==> config.mk <==
export PLATFORM = sky130hd
export DESIGN_NAME = echo_enq_arbiter
export DESIGN_NICKNAME = d
export VERILOG_FILES = /design/src/rtl/echo_enq_arbiter.sv
export SDC_FILE = /design/constraint.sdc
export NUM_CORES = 1
export LEC_CHECK = 0
export CORE_MARGIN = 2
export CORE_UTILIZATION = 37
export DETAILED_ROUTE_END_ITERATION = 7
export PLACE_DENSITY_LB_ADDON = 0.08
export SLEW_MARGIN = 20
export SYNTH_ARGS = -nofsm -noshare
export SYNTH_HDL_FRONTEND = slang
export SYNTH_SLANG_ARGS = --single-unit
==> constraint.sdc <==
create_clock -name CLK -period 2.8 [get_ports CLK]
set_input_delay 0.7 -clock CLK [delete_from_list [all_inputs] [get_ports CLK]]
set_output_delay 0.7 -clock CLK [all_outputs]
set_load 0.05 [all_outputs]
==> src/rtl/echo_enq_arbiter.sv <==
// Round-robin arbiter that shares one Echo fifoenq method among NREQ requesters,
// with a bounded burst per grant and a one-entry output register toward the Echo.
module echo_enq_arbiter #(
    parameter int NREQ      = 4,
    parameter int DATA_W    = 32,
    parameter int MAX_BURST = 4,
    parameter int IDW       = 2
) (
    input  logic                   CLK,
    input  logic                   nRST,
    input  logic [NREQ-1:0]        req_want,
    input  logic [NREQ-1:0]        req_enq__ENA,
    input  logic [NREQ*DATA_W-1:0] req_enq_v,
    output logic [NREQ-1:0]        req_enq__RDY,
    output logic                   fifoenq__ENA,
    output logic [DATA_W-1:0]      fifoenq_v,
    input  logic                   fifoenq__RDY,
    output logic [IDW-1:0]         grant_id,
    output logic                   busy,
    output logic                   protocol_err
);

    typedef enum logic {IDLE, GRANT} state_t;

    localparam int CW = IDW + 1;

    state_t          state, state_nxt;
    logic [IDW-1:0]  owner, owner_nxt;
    logic [IDW-1:0]  rr_ptr, rr_ptr_nxt;
    logic [3:0]      beat_cnt, beat_nxt;
    logic            out_valid;
    logic [DATA_W-1:0] out_data;

    logic            slot_free;
    logic            accept;
    logic            last_beat;
    logic            ena_bad;
    logic            found;
    logic [IDW-1:0]  pick;
    logic [CW-1:0]   cand;
    logic [IDW-1:0]  owner_inc;
    logic [DATA_W-1:0] req_data [NREQ];

    for (genvar g = 0; g < NREQ; g++) begin : g_slice
        assign req_data[g] = req_enq_v[g*DATA_W +: DATA_W];
    end

    // Refill is allowed in the same cycle the Echo drains the held entry.
    assign slot_free    = !out_valid || fifoenq__RDY;
    assign req_enq__RDY = (state == GRANT && slot_free) ? (NREQ'(1) << owner) : '0;
    assign accept       = req_enq__ENA[owner] && req_enq__RDY[owner];
    assign last_beat    = (beat_cnt + 4'd1) == 4'(MAX_BURST);
    assign ena_bad      = |(req_enq__ENA & ~req_enq__RDY);
    assign owner_inc    = (owner == IDW'(NREQ - 1)) ? '0 : owner + IDW'(1);

    assign fifoenq__ENA = out_valid && fifoenq__RDY;
    assign fifoenq_v    = out_data;
    assign grant_id     = owner;
    assign busy         = (state == GRANT);

    always_comb begin
        // NOTE: every variable gets a default before any branch, so no latches are inferred.
        state_nxt  = state;
        owner_nxt  = owner;
        rr_ptr_nxt = rr_ptr;
        beat_nxt   = beat_cnt;
        found      = 1'b0;
        pick       = rr_ptr;
        cand       = '0;

        // First wanting index at or above rr_ptr, wrapping modulo NREQ.
        for (int k = 0; k < NREQ; k++) begin
            cand = {1'b0, rr_ptr} + CW'(k);
            if (cand >= CW'(NREQ)) cand = cand - CW'(NREQ);
            if (!found && req_want[cand[IDW-1:0]]) begin
                found = 1'b1;
                pick  = cand[IDW-1:0];
            end
        end

        case (state)
            IDLE: begin
                if (found) begin
                    owner_nxt = pick;
                    beat_nxt  = '0;
                    state_nxt = GRANT;
                end
            end
            GRANT: begin
                if (accept) beat_nxt = beat_cnt + 4'd1;
                if ((accept && last_beat) || (!req_want[owner] && !accept)) begin
                    state_nxt  = IDLE;
                    rr_ptr_nxt = owner_inc;
                end
            end
            default: state_nxt = IDLE;
        endcase
    end

    always_ff @(posedge CLK or negedge nRST) begin
        if (!nRST) begin
            // NOTE: sequential state uses non-blocking assignments so all registers update together.
            state        <= IDLE;
            owner        <= '0;
            rr_ptr       <= '0;
            beat_cnt     <= '0;
            out_valid    <= 1'b0;
            // NOTE: the data register is reset too, since fifoenq_v must read 0 during reset.
            out_data     <= '0;
            protocol_err <= 1'b0;
        end else begin
            state    <= state_nxt;
            owner    <= owner_nxt;
            rr_ptr   <= rr_ptr_nxt;
            beat_cnt <= beat_nxt;
            if (accept) begin
                out_data  <= req_data[owner];
                out_valid <= 1'b1;
            end else if (fifoenq__ENA) begin
                out_valid <= 1'b0;
            end
            if (ena_bad) protocol_err <= 1'b1;
        end
    end

endmodule

Word-level counts from Yosys, hierarchy flattened --
Index checks and enable logic that the tools add are counted.
Storage, ports and cells: register bits after elaboration 43, bits of input ports 139, output and inout port bits 41, logic and storage cells 95
Operators by class: add/sub/neg operators 9, magnitude comparators 10, equal/unequal tests 4, shift operators 1, multiplexer cells 39, bitwise operators 4, reductions and logical operators 21
Operators with widths (number):
- binary-select mux 32 bit (select 2 bit) | 1
- two-way mux 32 bit | 2
- two-way mux 2 bit | 9
- < comparator 2 x 3 -> 1 bit (second input constant) | 5
- two-way mux 1 bit | 15
- binary-select mux 1 bit (select 2 bit) | 7
- greater-or-equal comparator 3 bit (second input constant) | 4
- two-way mux 4 bit | 3
- logical AND 1 bit | 8
- one-hot mux 4 bit (2 select lines) | 1
- subtractor 2 x 1 -> 2 bit (second input constant) | 4
- adder 2 x 2 -> 3 bit (second input constant) | 2
- zero test 1 bit | 6
- AND reduction 2 bit | 3
- adder 4 x 1 -> 4 bit (second input constant) | 1
- AND 4 bit | 1
- equality test 4 x 3 -> 1 bit (second input constant) | 1
- NOT 4 bit | 1
- OR reduction 4 bit | 1
- left shift 1 x 2 -> 4 bit (first input constant) | 1
- adder 2 x 1 -> 3 bit (second input constant) | 1
- greater-or-equal comparator 2 x 3 -> 1 bit (second input constant) | 1
- NOT 2 -> 3 bit | 1
- adder 2 x 1 -> 2 bit (second input constant) | 1
- other kinds (7) | 8

Logic depth before layout (Yosys ltp) --
Gate-level depths: netlist of run 1.
depth in word-level cells 16, depth in mapped cells 10

Least setup slack after synthesis of run 1 --
No wires, ideal clock.
path kind register to register, start register owner[1], in the netlist grant_id[1], end register out_data[18], in the netlist fifoenq_v[18], arrival 2.346 ns, required time 2.673 ns, setup slack 0.327 ns, stages on the path, launching flop included 10, clock period less this slack 2.473 ns, path through dfrtp_1 > buf_2 > inv_1 > ha_1 > nand2_1 > mux4_2 > nor2_4 > buf_6 > buf_6 > mux2_1
On the way: cells in the longest elaborated chain, start to end 5, elaborated cells on any way between the ends 11, classes of those cells shift: 1; mux: 8; bitwise: 1; reduce/logical: 1
Ends and longest elaborated chain:
- start, declared | line 28 | logic [IDW-1:0] owner, owner_nxt;
- start signal, assigned | line 113 | owner <= owner_nxt;
- left shift 1 x 2 -> 4 bit | line 50 | assign req_enq__RDY = (state == GRANT && slot_free) ? (NREQ'(1) << owner) : '0;
- two-way mux 4 bit | line 50
- binary-select mux 1 bit (select 2 bit) | line 51 | assign accept = req_enq__ENA[owner] && req_enq__RDY[owner];
- two-way mux 1 bit (implied by the code) | line 51
- logical AND 1 bit | line 51
- end signal, assigned | line 117 | out_data <= req_data[owner];
- end, declared | line 32 | logic [DATA_W-1:0] out_data;
Parallel ways exist; a longest one is shown, timed or not. The select of a mux whose other input is x is not followed. A chain may end at the register's enable or synchronous reset.

Worst setup path after layout of run 1 --
start input port fifoenq__RDY, end output port req_enq__RDY[3]
On the way: cells in the longest elaborated chain, start to end 3
Ends and longest elaborated chain:
- start, declared | line 17 | input logic fifoenq__RDY,
- logical OR 1 bit | line 49 | assign slot_free = !out_valid || fifoenq__RDY;
- logical AND 1 bit | line 50
- two-way mux 4 bit | line 50
- end, declared | line 14 | output logic [NREQ-1:0] req_enq__RDY,
Every way passes these cells.

==> impl_metrics.csv, run 1 <==
group,metric,value,unit
synthesis,syn_area_per_cell,13.9,um2
global_routing,grt_start_max_net_pins,44,
floorplan,row_count,31,
floorplan,dieArea,0.00814,mm2
worst_setup_path,critPathLaunchType,"input pin",
run_status,status,"completed",
worst_setup_path,arrival,1.88,ns
sta,setup_viol,0,
clock_network,hold_buffers,0,
global_routing,grt_pass1_vias,2597,
synthesis,async_flop_share,1.00,
sta,relSlewSlack,0.628,
placement,pre_cts_slack,0.133,ns
synthesis,yosysTopAreaCell,"dfrtp_1",
synthesis,syn_inst,198,
detailed_routing,dr.pass1.iters,4,
worst_setup_path,cp_top_family,"buffers and inverters",
worst_setup_path,end_kind,"output port",
detailed_routing,vias,2417,
final_layout,drive_above_1_share,0.233,
sta,skew,0.00933,ns
synthesis,synth_edf_count,0,
detailed_routing,drt_wl_total,7.57,mm
detailed_routing,routed_via_density,5.07,
placement,place_hpwl,6.22,mm
placement,io_buffers,179,
clock_network,cts.clk_slew.worst_paths,0.08,ns
final_layout,fin_nets,521,
clock_network,post-cts-setup-buffer-count,0,
power_and_ir_drop,power.leakage,1.89,nW
global_routing,grt_pass1_wl,12.6,mm
worst_setup_path,worstSetupPathType,"input pin to output port",
floorplan,io_pins,180,
detailed_routing,drcViolationCount,0,
floorplan,die_y,90.2,um
sta,worst_pin_slew,0.556,ns
clock_network,cts_buffers,5,
clock_network,cts_resized,0,
clock_network,cts_buffer_depth,2,
synthesis,ys_ff_latch,43,
sta,post-route-period-util,0.923,
synthesis,yosysMostFrequentCell,"dfrtp_1",
power_and_ir_drop,ir_drop,0.482,mV
final_layout,insertedDiodeCount,0,
worst_setup_path,worst-path-max-fanout,9,
synthesis,yosys-top-cells-area,"dfrtp_1 39%, mux4_2 27%, mux2_2 12%, ha_1 2.3%, mux2_1 2.0%",
worst_setup_path,crit_slowest_cell,"clkdlybuf4s50_1",
global_routing,grt_usage,0.191,
synthesis,synthTopCellsByCount,"43 x dfrtp_1, 33 x mux4_2, 30 x mux2_2",
final_layout,syn_to_final_growth,73.9,%
run,maxCapViolations,0,
detailed_routing,post_drt_wl_per_cell,15.9,um
clock_network,clockRootBuffer,"clkbuf_8",
synthesis,syn-cell-area,0.00275,mm2
synthesis,ys.warnings.count,0,
floorplan,core,0.00721,mm2
clock_network,numClockSinks,43,
synthesis,yosys.cell_types.count,34,
floorplan,chipWidth,90.2,um
global_routing,overflow,0,
synthesis,yosysTopAreaCellShare,0.391,
sta,grt_setup_unrepaired,"no",
synthesis,syn_nets,342,
synthesis,synthFlopType,"dfrtp_1",
worst_setup_path,crit_buf_inv,2,
placement,place_congestion,0.851,
detailed_routing,first_iter_violations,122,
sta,fin_crit,2.58,ns
sta,fin_ws,0.216,ns
sta,fmax,0.387,GHz
clock_network,htreeDepth,2,
sta,finalHoldViolCount,0,
sta,tns,0,ns
hold_path,worstHoldPathType,"input pin to async pin",
clock_network,cts_tree,"yes",
power_and_ir_drop,p_per_area,1030,mW/mm2
global_routing,antenna_found_initial,0,
worst_setup_path,crit_chain,"clkdlybuf4s50_1, nand2b_1, and3_1, buf_12",
synthesis,seq_area_frac_synth,0.391,
floorplan,initial_core_util,0.381,
clock_network,clock_latency,0.29,ns
sta,drv_slew,0,
detailed_routing,ant_nets,0,
worst_setup_path,cpPeakStageDelay,0.47,ns
worst_setup_path,cp.required,2.10,ns
[cell families after synthesis]
| family | after synthesis | share of synthesized area |
|---|---|---|
| buf+inv | 23 | 0.0427 |
| xor+xnor | 1 | 0.00318 |
| simple gates | 31 | 0.0587 |
| mux | 71 | 0.424 |
| flops | 43 | 0.391 |
| compound gates | 24 | 0.0573 |
| fa+ha+maj | 5 | 0.0227 |
[final timing paths]
path                                        end          from  cells after the start  slack [ns]
worst min register to register     protocol_err  protocol_err                      2        0.48
max in group asynchronous           grant_id[0]          nRST                      2        1.92
min in group CLK                   protocol_err  protocol_err                      2        0.48
worst min-delay path               protocol_err          nRST                      2        0.47
worst max-delay path            req_enq__RDY[3]  fifoenq__RDY                      4        0.22
worst max register to register    fifoenq_v[20]   grant_id[1]                      7        0.43
[area by class of cell]
| type | instances | area, um2 |
|---|---|---|
| fillers | 561 | 2430 |
| repair buffers | 186 | 1890 |
| multi-input cells | 132 | 1560 |
| flip-flops and latches | 43 | 1080 |
| well taps | 99 | 124 |
| clock buffers | 7 | 96.3 |
| inverters | 9 | 33.8 |
| clock inverters | 1 | 7.51 |
[cells in the final DEF, fill, tap and decap left out, drive strengths merged, types with 2 or more instances in the layout]
master         Yosys  final
buf                9     14
and3b              2      2
inv                9      9
clkbuf             5      7
a22o               2      2
clkdlybuf4s50      0    172
and3               3      3
ha                 5      5
nand2              9      9
a21oi              5      5
mux2i              3      3
o21ai              7      7
nor2               8      8
mux2              35     35
o211ai             3      3
mux4              33     33
nor2b              2      2
dfrtp             43     43
nand3              4      4
[report_power, final]
part           internal, W  switching [W]
clock network     0.000224       0.000206
logic              0.00153        0.00185
registers         0.000918       0.000190
[flip-flops by register name, indices dropped and copies added (netlist names)]
signal        flops
out_valid         1
busy              1
fifoenq_v        32
grant_id          2
protocol_err      1
beat_cnt          4
rr_ptr            2
[stage by stage]
| stage | hold WS, ns | std cells | power (W) | area (um2) | utilization |
|---|---|---|---|---|---|
| 2_1_floorplan | 0.404 | 198 | 0.00341 | 2750 | - |
| 3_3_place_gp | 0.467 | 469 | 0.00452 | 4680 | 0.649 |
| 3_5_place_dp | 0.474 | 469 | 0.00454 | 4680 | 0.649 |
| 4_1_cts | 0.490 | 477 | 0.00499 | 4780 | 0.663 |
| 5_1_grt | 0.508 | 477 | 0.00519 | 4780 | 0.663 |
| 6_report | 0.471 | 477 | 0.00492 | 4780 | 0.663 |
[metal layers]
layer,GRT usage,wire length [um]
met4,0.0436,113
met5,0,0
met2,0.332,3760
met3,0.0645,645
met1,0.230,3040
Note: power is estimated with default switching activity, not from simulation.
==> run 2: changes to the inputs <==
--- a/config.mk
+++ b/config.mk
@@ -8,7 +8,9 @@
 export CORE_MARGIN = 2
 export CORE_UTILIZATION = 37
 export DETAILED_ROUTE_END_ITERATION = 7
-export PLACE_DENSITY_LB_ADDON = 0.08
+export PLACE_DENSITY = 0.91
+export SETUP_SLACK_MARGIN = 0.05
+export SKIP_CTS_REPAIR_TIMING = 1
 export SLEW_MARGIN = 20
 export SYNTH_ARGS = -nofsm -noshare
 export SYNTH_HDL_FRONTEND = slang
==> run 2 against run 1 <==
  * Global-route usage is 2.1 points higher
  * Non-clock buffer count is 1 lower
  * First-iteration DRC count is 29% lower
  * Sequential share of layout area is 0.13 points lower
  * Critical path type unchanged
  * Worst setup slack better by 0.012 ns
  * Die area stayed put
  * Clock skew is 0.0014 ns lower
  * Largest cell class unchanged
  * Utilization is 0.45 points higher
  * Critical path depth is 1 higher
  * Largest power group unchanged
==> impl_metrics.csv, run 2 (synthesis results as in run 1) <==
group,metric,value,unit
run_status,status,"completed",
power_and_ir_drop,p_per_area,1040,mW/mm2
sta,grt_setup_unrepaired,"no",
clock_network,clock_latency,0.29,ns
floorplan,die_y,90.2,um
clock_network,htreeDepth,2,
sta,tns,0,ns
global_routing,grt_usage,0.212,
clock_network,cts.clk_slew.worst_paths,0.08,ns
final_layout,layout_commonest_cell,"clkdlybuf4s50_1",
final_layout,insertedDiodeCount,0,
sta,drv_slew,0,
worst_setup_path,cpPeakStageDelay,0.46,ns
clock_network,cts_tree,"yes",
sta,skew,0.00798,ns
global_routing,grt_pass1_vias,2761,
worst_setup_path,worstSetupPathType,"input pin to output port",
detailed_routing,first_iter_violations,87,
placement,placed_cells,468,
worst_setup_path,cp.required,2.10,ns
sta,setup_viol,0,
worst_setup_path,worst-path-max-fanout,9,
floorplan,row_count,31,
sta,relSlewSlack,0.562,
global_routing,grt_pass1_wl,13.7,mm
worst_setup_path,crit_slowest_cell,"clkdlybuf4s50_1",
power_and_ir_drop,power.leakage,1.90,nW
floorplan,core,0.00721,mm2
detailed_routing,drcViolationCount,0,
global_routing,grt_start_max_net_pins,36,
worst_setup_path,critPathLaunchType,"input pin",
detailed_routing,routed_via_density,5.28,
clock_network,numClockSinks,43,
sta,fin_crit,2.57,ns
detailed_routing,vias,2512,
floorplan,dieArea,0.00814,mm2
global_routing,antenna_found_initial,0,
detailed_routing,dr.pass1.iters,7,
power_and_ir_drop,total_power,0.00502,W
placement,io_buffers,179,
run,maxCapViolations,0,
final_layout,largest_register_ff_count,32,
final_layout,fin_cells,476,
worst_setup_path,crit_chain,"clkdlybuf4s50_1, nand2b_1, nand3_1, inv_1, buf_12",
sta,post-route-period-util,0.918,
final_layout,final_cell_mix,"172 x clkdlybuf4s50_1, 41 x dfrtp_1, 33 x mux4_2, 30 x mux2_2, 9 x nand2_1",
placement,place_hpwl,6.83,mm
floorplan,chipWidth,90.2,um
floorplan,initial_core_util,0.381,
clock_network,clockRootBuffer,"clkbuf_8",
sta,fmax,0.389,GHz
clock_network,cts_buffers,5,
clock_network,cts_buffer_depth,2,
worst_setup_path,end_kind,"output port",
sta,fin_ws,0.228,ns
sta,worst_pin_slew,0.657,ns
worst_setup_path,arrival,1.87,ns
global_routing,overflow,0,
final_layout,drive_above_1_share,0.233,
final_layout,syn_to_final_growth,75.0,%
floorplan,io_pins,180,
final_layout,fin_nets,520,
placement,pre_cts_slack,0.135,ns
placement,place_congestion,0.834,
detailed_routing,drt_wl_total,8.30,mm
power_and_ir_drop,ir_drop,0.478,mV
worst_setup_path,reg2reg_slack,0.41,ns
detailed_routing,ant_nets,0,
sta,finalHoldViolCount,0,
detailed_routing,post_drt_wl_per_cell,17.4,um
hold_path,worstHoldPathType,"input pin to async pin",
[run 2: cell types whose count changed in the layout (fill, tap and decap cells not counted)]
cell        previous run  this run
buf_4                  8         5
buf_12                 5         7
clkinvlp_4             1         0
bufinv_16              0         1
clkinv_2               0         1
dfrtp_1               42        41
dfrtp_2                1         2
clkbuf_8               7         6
[run 2: worst max-delay path, delay by kind of cell]
| kind | cells | cell delay, ns |
|---|---|---|
| buffers and inverters | 3 | 0.73 |
| AND/OR/NAND/NOR | 2 | 0.43 |
[run 2: power breakdown]
group          internal [W]  switching (W)  leakage, nW
Clock              0.000289       0.000210       0.0612
Sequential         0.000919       0.000241        0.515
Combinational       0.00154        0.00182         1.32
Total               0.00275        0.00227         1.90
[run 2: path summary, 6_finish.rpt]
| path | cells after the start | to | startpoint |
|---|---|---|---|
| worst max register to register | 7 | fifoenq_v[30] | grant_id[1] |
| min in group CLK | 1 | fifoenq_v[20] | fifoenq_v[20] |
| worst min-delay path | 1 | protocol_err | nRST |
| worst max-delay path | 5 | req_enq__RDY[0] | fifoenq__RDY |
| max in group asynchronous | 2 | fifoenq_v[13] | nRST |
| worst min register to register | 1 | fifoenq_v[20] | fifoenq_v[20] |
[run 2: per-layer routing]
layer,routed length [um],up-vias,GRT usage
met2,4590,150,0.400
met3,826,10,0.0721
li1,-,1124,-
met1,2750,1228,0.219
met4,136,0,0.0667
met5,0,-,0
[run 2: cell type report]
cell class	count	area, um2
clock inverters	2	35.0
well taps	99	124
fillers	543	2400
repair buffers	185	1900
clock buffers	6	82.6
multi-input cells	132	1560
flip-flops and latches	43	1080
inverters	9	33.8
[run 2: stage by stage]
stage / utilization / hold slack [ns] / cell area [um2]
6_report: 0.668 / 0.346 / 4820
5_1_grt: 0.668 / 0.366 / 4820
4_1_cts: 0.668 / 0.352 / 4820
3_5_place_dp: 0.651 / 0.475 / 4700
3_3_place_gp: 0.651 / 0.468 / 4700
2_1_floorplan: - / 0.404 / 2750
==> run 3: changes to the inputs <==
--- a/config.mk
+++ b/config.mk
@@ -8,7 +8,7 @@
 export CORE_MARGIN = 2
 export CORE_UTILIZATION = 37
 export DETAILED_ROUTE_END_ITERATION = 7
-export PLACE_DENSITY = 0.91
+export PLACE_DENSITY = 0.92
 export SETUP_SLACK_MARGIN = 0.05
 export SKIP_CTS_REPAIR_TIMING = 1
 export SLEW_MARGIN = 20
==> run 3 against run 2 <==
  * Total power rose by 0.55%
  * Die area stayed put
  * Via count decreased by 0.60%
  * Sequential share of layout area is 0.055 points lower
  * Clock power barely moved
  * First-iteration DRC count fell by 45%
  * Worst setup slack got worse by 0.020 ns
  * Clock skew fell by 0.0054 ns
  * Non-clock buffer count up 1
  * Clock-buffer cell count unchanged
  * Fmax shrank 0.76%
  * Critical endpoint is now req_enq__RDY[3]
==> impl_metrics.csv, run 3 (synthesis results as in run 1) <==
group,metric,value,unit
global_routing,grt_start_max_net_pins,26,
sta,tns,0,ns
global_routing,grt_pass1_vias,2771,
floorplan,row_count,31,
worst_setup_path,crit_slowest_cell,"clkdlybuf4s50_1",
worst_setup_path,critPathLaunchType,"input pin",
detailed_routing,vias,2497,
clock_network,cts_buffers,5,
floorplan,chipWidth,90.2,um
worst_setup_path,worst-path-max-fanout,9,
sta,post-route-period-util,0.925,
detailed_routing,post_drt_wl_per_cell,17.6,um
power_and_ir_drop,power.leakage,1.91,nW
sta,skew,0.00257,ns
detailed_routing,routed_via_density,5.23,
power_and_ir_drop,ir_drop,0.451,mV
worst_setup_path,cp.required,2.10,ns
placement,place_hpwl,6.88,mm
sta,fmax,0.386,GHz
clock_network,cts_tree,"yes",
run_status,status,"completed",
run,maxCapViolations,0,
sta,relSlewSlack,0.602,
final_layout,largest_register_ff_count,32,
final_layout,fin_nets,521,
final_layout,nFillCells,561,
detailed_routing,drt_wl_total,8.39,mm
worst_setup_path,crit_chain,"clkdlybuf4s50_1, nand2b_1, and3_1, buf_12",
clock_network,clockRootBuffer,"clkbuf_8",
floorplan,core,0.00721,mm2
clock_network,clock_latency,0.29,ns
placement,place_congestion,0.762,
worst_setup_path,reg2reg_slack,0.41,ns
worst_setup_path,cpPeakStageDelay,0.46,ns
clock_network,numClockSinks,43,
final_layout,final_cell_mix,"172 x clkdlybuf4s50_1, 42 x dfrtp_1, 33 x mux4_2, 30 x mux2_2, 9 x nand2_1",
worst_setup_path,cp_top_family,"buffers and inverters",
final_layout,insertedDiodeCount,0,
detailed_routing,dr.pass1.iters,4,
worst_setup_path,crit_buf_inv,2,
clock_network,htreeDepth,2,
worst_setup_path,worstSetupPathType,"input pin to output port",
clock_network,cts.clk_slew.worst_paths,0.08,ns
global_routing,antenna_found_initial,0,
floorplan,dieArea,0.00814,mm2
final_layout,layout_commonest_cell,"clkdlybuf4s50_1",
placement,pre_cts_slack,0.154,ns
sta,hold_slack,0.411,ns
global_routing,grt_pass1_wl,13.6,mm
clock_network,cts_buffer_depth,2,
hold_path,worstHoldPathType,"input pin to async pin",
worst_setup_path,arrival,1.89,ns
final_layout,syn_to_final_growth,75.3,%
sta,grt_setup_unrepaired,"no",
sta,worst_pin_slew,0.597,ns
final_layout,drive_above_1_share,0.233,
detailed_routing,ant_nets,0,
global_routing,overflow,0,
worst_setup_path,end_kind,"output port",
sta,fin_crit,2.59,ns
global_routing,grt_usage,0.210,
sta,finalHoldViolCount,0,
sta,drv_slew,0,
placement,io_buffers,179,
detailed_routing,first_iter_violations,48,
sta,fin_ws,0.209,ns
floorplan,initial_core_util,0.381,
floorplan,io_pins,180,
floorplan,die_y,90.2,um
sta,setup_viol,0,
detailed_routing,drcViolationCount,0,
power_and_ir_drop,p_per_area,1050,mW/mm2
power_and_ir_drop,total_power,0.00505,W
-- run 3: changes by cell type in the layout (fill, tap and decap cells not counted), sizes merged --
| cell | change |
|---|---|
| buf | +1 |
-- run 3: cell type report --
class	count	area (um2)	share of cell area
flip-flops and latches	43	1080	0.223
inverters	9	33.8	0.00701
clock buffers	6	82.6	0.0171
multi-input cells	132	1560	0.323
well taps	99	124	0.0257
repair buffers	186	1910	0.396
clock inverters	2	35.0	0.00727
-- run 3: where the power goes --
part | switching (W) | internal [W]
Combinational | 0.00186 | 0.00156
Sequential | 0.000207 | 0.000918
Clock | 0.000210 | 0.000289
-- run 3: through the flow --
stage	utilization	cells	area (um2)
final	0.668	477	4820
after global routing	0.668	477	4820
after CTS	0.668	477	4820
after detailed placement	0.652	469	4700
after global placement	0.652	469	4700
after floorplan	-	198	2750
-- run 3: worst paths after layout --
check / cells after the start / start / to
setup / recovery: 4 / fifoenq__RDY / req_enq__RDY[3]
hold / removal: 1 / nRST / protocol_err
setup reg to reg: 7 / grant_id[1] / fifoenq_v[5]
hold reg to reg: 1 / fifoenq_v[22] / fifoenq_v[22]
max in group asynchronous: 2 / nRST / fifoenq_v[29]
min in group CLK: 1 / fifoenq_v[22] / fifoenq_v[22]
-- run 3: metal layers --
layer  vias to the layer above  wire length (um)  GRT usage  share of wire
met1                      1222              3000      0.221           0.36
met5                         -                 0          0              0
li1                       1124                 -          -              -
met4                         0               167     0.0641          0.020
met2                       139              4570      0.400           0.54
met3                        12               660     0.0612          0.079
